==> src/rtl/hex_display_scheduler.sv <==
// +--------------------------------------------------------------------------+
// | hex_display_scheduler: shares one 2-digit 7-seg decoder among channels.  |
// | Rev 1.0                                                                  |
// +--------------------------------------------------------------------------+
`default_nettype none

module hex_display_scheduler #(
  parameter int NUM_CH       = 4,
  parameter int CH_W         = 2,
  parameter int DWELL_CYCLES = 50000000,
  parameter int CNT_W        = 26
) (
  input  logic                  clk,
  input  logic                  rst,
  input  logic [5*NUM_CH-1:0]   ch_data,
  input  logic [NUM_CH-1:0]     ch_valid,
  input  logic                  mode_auto,
  input  logic [CH_W-1:0]       sel_ch,
  input  logic                  hold,
  input  logic                  step,
  output logic [4:0]            disp_value,
  output logic [CH_W-1:0]       disp_ch,
  output logic                  disp_blank,
  output logic                  busy
);

  localparam logic [1:0] ST_IDLE    = 2'd0;
  localparam logic [1:0] ST_ADVANCE = 2'd1;
  localparam logic [1:0] ST_SHOW    = 2'd2;

  localparam logic [CH_W-1:0]  LAST_CH    = CH_W'(NUM_CH - 1);
  localparam logic [CNT_W-1:0] DWELL_LAST = CNT_W'(DWELL_CYCLES - 1);

  logic [1:0]       state_q, state_d;
  logic [CH_W-1:0]  idx_q, idx_d;
  logic [CH_W-1:0]  cand_q, cand_d;
  logic [CH_W-1:0]  scan_q, scan_d;
  logic [CNT_W-1:0] dwell_q, dwell_d;
  logic [4:0]       disp_value_q, disp_value_d;
  logic [CH_W-1:0]  disp_ch_q, disp_ch_d;
  logic             disp_blank_q, disp_blank_d;
  logic             busy_q, busy_d;
  logic             auto_q, auto_d;
  logic             step_s1_q, step_s1_d;
  logic             step_s2_q, step_s2_d;
  logic             step_s3_q, step_s3_d;
  logic             step_pulse;

  function automatic logic [CH_W-1:0] wrap_inc(input logic [CH_W-1:0] x);
    logic [CH_W-1:0] r;
    r = (x >= LAST_CH) ? '0 : x + 1'b1;
    return r;
  endfunction

  // Loop-based muxes so an out-of-range index reads as "not valid, zero data".
  function automatic logic valid_at(input logic [CH_W-1:0] i);
    logic r;
    r = 1'b0;
    for (int k = 0; k < NUM_CH; k++)
      if (i == CH_W'(k)) r = ch_valid[k];
    return r;
  endfunction

  function automatic logic [4:0] data_at(input logic [CH_W-1:0] i);
    logic [4:0] r;
    r = '0;
    for (int k = 0; k < NUM_CH; k++)
      if (i == CH_W'(k)) r = ch_data[5*k +: 5];
    return r;
  endfunction

  assign step_pulse = step_s2_q & ~step_s3_q;

  always_comb begin
    state_d      = state_q;
    idx_d        = idx_q;
    cand_d       = cand_q;
    scan_d       = scan_q;
    dwell_d      = dwell_q;
    disp_value_d = disp_value_q;
    disp_ch_d    = disp_ch_q;
    disp_blank_d = disp_blank_q;
    auto_d       = hold ? auto_q : mode_auto;
    step_s1_d    = step;
    step_s2_d    = step_s1_q;
    step_s3_d    = step_s2_q;

    if (hold) begin
      // everything frozen; pulses and valid drops seen now are dropped
    end else if (!mode_auto) begin
      state_d      = ST_SHOW;
      idx_d        = sel_ch;
      dwell_d      = '0;
      disp_ch_d    = sel_ch;
      disp_blank_d = ~valid_at(sel_ch);
      if (valid_at(sel_ch)) disp_value_d = data_at(sel_ch);
    end else if (!auto_q) begin
      state_d = ST_ADVANCE;
      cand_d  = wrap_inc(sel_ch);
      scan_d  = '0;
    end else begin
      case (state_q)
        ST_IDLE: begin
          disp_blank_d = 1'b1;
          if (|ch_valid) begin
            state_d = ST_ADVANCE;
            cand_d  = wrap_inc(idx_q);
            scan_d  = '0;
          end
        end
        ST_ADVANCE: begin
          if (valid_at(cand_q)) begin
            state_d      = ST_SHOW;
            idx_d        = cand_q;
            dwell_d      = '0;
            disp_value_d = data_at(cand_q);
            disp_ch_d    = cand_q;
            disp_blank_d = 1'b0;
          end else if (scan_q == LAST_CH) begin
            state_d      = ST_IDLE;
            disp_blank_d = 1'b1;
          end else begin
            cand_d = wrap_inc(cand_q);
            scan_d = scan_q + 1'b1;
          end
        end
        ST_SHOW: begin
          disp_value_d = data_at(idx_q);
          disp_ch_d    = idx_q;
          disp_blank_d = 1'b0;
          dwell_d      = dwell_q + 1'b1;
          if (!valid_at(idx_q) || step_pulse || dwell_q == DWELL_LAST) begin
            state_d = ST_ADVANCE;
            cand_d  = wrap_inc(idx_q);
            scan_d  = '0;
          end
        end
        default: state_d = ST_IDLE;
      endcase
    end

    busy_d = (state_d == ST_ADVANCE);
  end

  always_ff @(posedge clk or posedge rst) begin
    if (rst) begin
      state_q      <= ST_IDLE;
      idx_q        <= '0;
      cand_q       <= '0;
      scan_q       <= '0;
      dwell_q      <= '0;
      disp_value_q <= '0;
      disp_ch_q    <= '0;
      disp_blank_q <= 1'b1;
      busy_q       <= 1'b0;
      auto_q       <= 1'b1;
      step_s1_q    <= 1'b0;
      step_s2_q    <= 1'b0;
      step_s3_q    <= 1'b0;
    end else begin
      state_q      <= state_d;
      idx_q        <= idx_d;
      cand_q       <= cand_d;
      scan_q       <= scan_d;
      dwell_q      <= dwell_d;
      disp_value_q <= disp_value_d;
      disp_ch_q    <= disp_ch_d;
      disp_blank_q <= disp_blank_d;
      busy_q       <= busy_d;
      auto_q       <= auto_d;
      step_s1_q    <= step_s1_d;
      step_s2_q    <= step_s2_d;
      step_s3_q    <= step_s3_d;
    end
  end

  assign disp_value = disp_value_q;
  assign disp_ch    = disp_ch_q;
  assign disp_blank = disp_blank_q;
  assign busy       = busy_q;

endmodule

`default_nettype wire

==> config.mk <==
export PLATFORM = sky130hd
export DESIGN_NAME = hex_display_scheduler
export DESIGN_NICKNAME = d
export VERILOG_FILES = /design/src/rtl/hex_display_scheduler.sv
export SDC_FILE = /design/constraint.sdc
export NUM_CORES = 1
export LEC_CHECK = 0
export BUFFER_PORTS_ARGS = -buffer_cell sky130_fd_sc_hd__buf_2
export CAP_MARGIN = 20
export CORE_MARGIN = 5
export CORE_UTILIZATION = 53
export DETAILED_ROUTE_END_ITERATION = 10
export PLACE_DENSITY = 0.84
export SLEW_MARGIN = 20
export SYNTH_ARGS = -nofsm -noshare
export SYNTH_HDL_FRONTEND = slang
export SYNTH_SLANG_ARGS = --single-unit
==> constraint.sdc <==
create_clock -name clk -period 2.3 [get_ports clk]
set_input_delay 0.23 -clock clk [delete_from_list [all_inputs] [get_ports clk]]
set_output_delay 0.23 -clock clk [all_outputs]
set_load 0.1 [all_outputs]
==> Word-level counts from Yosys, hierarchy flattened <==
Index checks and enable logic that the tools add are counted.
{ "totals": {"ff_bits": 47, "input_bits": 31, "out_inout_bits": 9} }
{ "op_classes": {"n_addsub": 5, "n_lt_le_gt_ge": 3, "eq_ne": 26, "n_mux": 78, "n_bitwise": 4, "n_reduce_logical": 14} }
{ "ops": {"columns": ["operator", "count"], "rows": [
  ["5-bit 2-to-1 mux", 16],
  ["26-bit 2-to-1 mux", 3],
  ["2-bit 2-to-1 mux", 26],
  ["26-bit one-hot mux with 2 select lines", 1],
  ["26-bit by 1-bit adder with 26-bit output (second input constant)", 1],
  ["26-bit equality test (second input constant)", 1],
  ["1-bit 2-to-1 mux", 26],
  ["2-bit one-hot mux with 3 select lines", 3],
  ["2-bit equality test (second input constant)", 8],
  ["3-bit != test (second input constant)", 5],
  ["4-bit AND reduction", 3],
  ["2-bit by 1-bit equality test with 1-bit output (second input constant)", 5],
  ["5-bit one-hot mux with 2 select lines", 1],
  ["2-bit by 1-bit adder with 2-bit output (second input constant)", 4],
  ["2-bit zero test", 4],
  ["4-bit by 1-bit != test with 1-bit output (second input constant)", 2],
  ["7-bit AND reduction", 1],
  ["2-bit >= comparator (second input constant)", 3],
  ["2-bit by 1-bit != test with 1-bit output (second input constant)", 3],
  ["5-bit AND reduction", 1],
  ["4-bit != test (second input constant)", 1],
  ["2-bit one-hot mux with 2 select lines", 1],
  ["4-bit OR reduction", 1],
  ["3-bit by 1-bit != test with 1-bit output (second input constant)", 1],
  ["6 further kinds", 9]
]} }

==> Depth between registers and ports, before layout <==
{ "depth": {"depth_word": 18, "ltp_mapped": 10, "depth_no_buf": 8} }

==> Worst setup path after synthesis <==
OpenSTA, ideal clock, no wires.
{ "synth_timing": {"path_type": "register to register", "start": "register cand_q[1]", "end": "register dwell_q[18]", "arrival_time_ns": 2.175, "required_time_ns": 2.234, "setup_slack_ns": 0.059, "stages_incl_launch_ff": 10, "path_cell_list": "dfrtp_1 -> inv_1 -> ha_1 -> nor2b_2 -> a21oi_2 -> o311ai_4 -> nand2_1 -> buf_4 -> or4_1 -> nand2_1"} }
{ "synth_via": {"elab_chain_cells": 11, "word_cells_on_any_way": 14} }
{ "synth_rtl": {"columns": ["item", "line_no", "rtl"], "rows": [
  ["from (decl)", "36", "logic [CH_W-1:0] cand_q, cand_d;"],
  ["from (signal assigned)", "163", "cand_q <= cand_d;"],
  ["2-bit zero test", "60", "if (i == CH_W'(k)) r = ch_valid[k];"],
  ["1-bit 2-to-1 mux (3 in series)", "60", null],
  ["1-bit 2-to-1 mux (*)", "60", null],
  ["1-bit 2-to-1 mux (*)", "102", "case (state_q)"],
  ["1-bit 2-to-1 mux (*)", "97", "end else if (!auto_q) begin"],
  ["1-bit 2-to-1 mux (*)", "90", "end else if (!mode_auto) begin"],
  ["1-bit 2-to-1 mux (*)", "88", "if (hold) begin"],
  ["3-bit != test (no line) (*)", null, null],
  ["4-bit AND reduction (no line) (*)", null, null],
  ["to (signal assigned)", "165", "dwell_q <= dwell_d;"],
  ["to (decl)", "38", "logic [CNT_W-1:0] dwell_q, dwell_d;"]
]} }
Mark *: on every way between the ends. The rest lies on a longest branch, timed or not. The select of a mux whose other input is x is not followed.
A chain may end at the register's enable or synchronous reset.

==> Worst setup path after layout <==
{ "layout_timing": {"start": "register idx_q[0]", "end": "register cand_q[0]"} }
{ "layout_via": {"elab_chain_cells": 14, "word_cells_on_any_way": 24} }
{ "layout_rtl": {"columns": ["item", "line_no", "rtl"], "rows": [
  ["from (decl)", "35", "logic [CH_W-1:0] idx_q, idx_d;"],
  ["from (signal assigned)", "162", "idx_q <= idx_d;"],
  ["2-bit zero test", "60", null],
  ["1-bit 2-to-1 mux (4 in series)", "60", null],
  ["1-bit 2-to-1 mux", "102", null],
  ["1-bit 2-to-1 mux", "97", null],
  ["1-bit 2-to-1 mux", "90", null],
  ["1-bit 2-to-1 mux", "88", null],
  ["1-bit zero test", "132", "if (!valid_at(idx_q) || step_pulse || dwell_q == DWELL_LAST) begin"],
  ["1-bit logical OR (2 in series)", "132", null],
  ["3-bit != test (no line)", null, null],
  ["7-bit AND reduction (no line)", null, null]
]} }
Several ways; a longest one is shown, not always the timed one. The select of a mux whose other input is x is not followed.

==> impl_results.md <==
- Status: completed
- Layout cells sized above 1: a little under a quarter
- FP Rows: 28
- DR pass1 iterations: 6
- Final cell count without fillers: 512
- Die Footprint: 7658 µm²
- Total gr overflow: 0
- EDFF count, synth: 0
- Starting density of the core: between 50% and 60%
- Synth Net Count: between 400 and 500
- Root buf cell: clkbuf_8
- Async SR Flop Fraction: 100.0%
- Clock Sink Count: 47
- Crit-path max FO: 5
- Period utilization: between 90% and 100%
- Vias per inst: approximately 6.2
- Critical path class: flip-flop to flip-flop
- Startpoint Class: flip-flop
- Slew Limit Fails: 0
- Mean Syn Cell Area: 8.380 µm²
- Vias in the first global route: approximately 3,000
- PwrDens: 919.7 nW/µm²
- CP Data Required Time: ~2.5 ns
- Min Tclk post-route: roughly 2.2 ns
- Max clock buf depth: 2
- First-pass GRT wire length: roughly 14 mm
- Chip width: 87.51 µm
- FF/Latch Area: around 1200 µm²
- Remaining antenna violation count: 0
- CTS tree: yes
- Worst slew pin tran: roughly 0.5 ns
- Via count: 3,193
- Hold Startpoint: step
- ANT cells: 0
- Initial DRC Count: between 200 and 300
- Avg WL per Cell: 16.85 µm
- Inst Count DP: 499
- Leakage: between 0.0015 and 0.002 µW
- Area grow syn2layout: 19.14%
- Post-synth top area share: between 30% and 40%
- Placer Congestion: just over 0.9
- Clock skew: about 0.0047 ns
- Final setup TNS: 0 ns
- Clock transition at path regs: roughly 0.09 ns
- Sequential element share of the synthesized area: a little under two fifths
- Buffers added on ports: 39
- Top Ports: 40
- Endpoint class of the critical path: flip-flop
- WHS: 0.02132 ns
- Max cap viols: 0
- Synth top area cells: dfrtp_1 35%, o21ai_0 5.8%, ha_1 5.5%, nand2_1 5.2%, a21oi_1 4.4%
- Final core occ: roughly 64%
- CP arrival: 2.42 ns
- Multi-input logic area: 1914 µm²
- H-tree Lvls: 2
- Initial antenna violation count: 0
- Placed wire-length estimate: 6.387 mm
- Finish-stage setup viols: 0
- Gr usage total: around a quarter
- Layout Nets: 481
- Num CTS Buffers: 5
- Worst r2r src: idx_q[0]$_DFFE_PP0P_
- Crit path from: idx_q[0]$_DFFE_PP0P_
- Post-Syn Instances: 380
- Yosys warns: 0
- Clock Latency Late Sink: between 0.3 and 0.4 ns
- Synth Register Bits: 47
- Max_slew headroom: around two thirds
- Max Fclk: between 0.4 and 0.5 GHz
- Overall die height: just under 90 µm
- Hold Path Class: primary input to flip-flop
- Final Hold Viols: 0
- Netlist Area Pre-Place: ~3200 µm²
- Post-synth cell types: 52
- Yosys top cell by area: dfrtp_1
- Synth Flop Type: dfrtp_1
- FILL cells: approximately 480
- DRC: 0
- Largest net degree at the start of global routing: 22
- Core Area: 5886 µm²
- Total wire length: ~8.6 mm
- Worst IR Drop VDD: about 0.00086 V
state kept, by name (all words and copies together) (netlist names):
register    flops
dwell_q        26
step_s1_q       1
disp_ch         2
step_s3_q       1
step_s2_q       1
disp_blank      1
scan_q          2
idx_q           2
auto_q          1
cand_q          2
state_q         2
disp_value      5
busy            1
placed cells by master (no fill, tap or decap), types with 13 or more instances in the layout:
cell type / n
nand2_1: 43
o21ai_0: 37
a21oi_1: 26
nor2_1: 21
nand3_1: 20
dfrtp_1: 44
buf_4: 27
ha_1: 13
buf_2: 39
a221oi_1: 14
inv_1: 16
through the flow:
stage          instance area [µm²]  setup slack, ns  total power [µW]
3_5_place_dp                  3573         -0.04353              2801
4_1_cts                       3694          0.05043              3357
3_3_place_gp                  3573          0.01470              2766
5_1_grt                       3794         -0.06308              3696
6_report                      3794          0.07745              3489
2_1_floorplan                 3184          0.05874              2347
worst max-delay path, cell delays in order, from the launching register on:
cell	delay, ns
dfrtp_1	0.44
inv_1	0.13
ha_1	0.17
nor2b_1	0.24
a22oi_1	0.12
a211oi_2	0.32
o31ai_2	0.15
o2111ai_2	0.16
mux2_2	0.39
Yosys cell counts (all sizes together) (3+ instances only):
cell / n
dfrtp: 45
nand2: 44
o21ai: 43
a21oi: 29
nor2: 24
nand3: 21
inv: 19
a221oi: 14
ha: 14
clkbuf: 13
o31ai: 11
mux2: 8
nor3: 8
and3: 7
buf: 7
nand4: 7
a31oi: 6
nor2b: 6
a211oi: 5
and2: 5
o211ai: 5
mux2i: 4
nand2b: 4
a22oi: 3
or3: 3
xor2: 3
cells by family after synthesis:
family                     synth area share (%)
and+or+nand+nor                           21.53
DFF                                       37.01
xor gates and xnor gates                 0.8253
adders and majority gates                 5.501
AOI/OAI and AO/OA                         26.05
muxes                                     4.086
buffers and inverters                     4.990
where the power goes:
group          switching [µW]  internal (µW)  leakage [µW]
Clock                     287            274     0.0000505
Sequential                109            948      0.000615
Combinational            1250            624       0.00104
Total                    1640           1850       0.00171
layer usage:
layer / share of wire, % / global-route usage [%] / vias up
li1: - / - / 1519
met1: 44 / 32.62 / 1529
met2: 46 / 36.30 / 133
met3: 8.1 / 5.582 / 12
met4: 1.2 / 6.276 / 0
met5: 0 / 0 / -
layout make-up:
class,count,share of cell area (%)
clock buffer,7,2.540
multi-input combinational,294,50.46
inverter,19,1.880
clock inverter,1,0.1979
timing repair buffer,69,11.35
tap,75,2.474
sequential,47,31.10
worst paths after layout:
check,slack (ns),depth (start not counted),to
max,0.08,8,cand_q[0]$_DFFE_PP0P_
min,0.02,1,step_s1_q$_DFF_PP0_
max reg2reg,0.08,8,cand_q[0]$_DFFE_PP0P_
min reg2reg,0.37,0,step_s2_q$_DFF_PP0_
max in group asynchronous,1.25,4,auto_q$_DFFE_PP1N_
min in group asynchronous,0.40,3,dwell_q[23]$_DFFE_PP0P_
timing repair:
action                                  4_1_cts  5_1_grt
endpoints found under the setup margin        3       34
pin swaps                                     0        5
hold buffers                                  1        0
endpoints found under the hold margin        13        0
gates resized for setup                       1       16
setup buffers                                 0        4
Note: power is estimated with default switching activity, not from simulation.
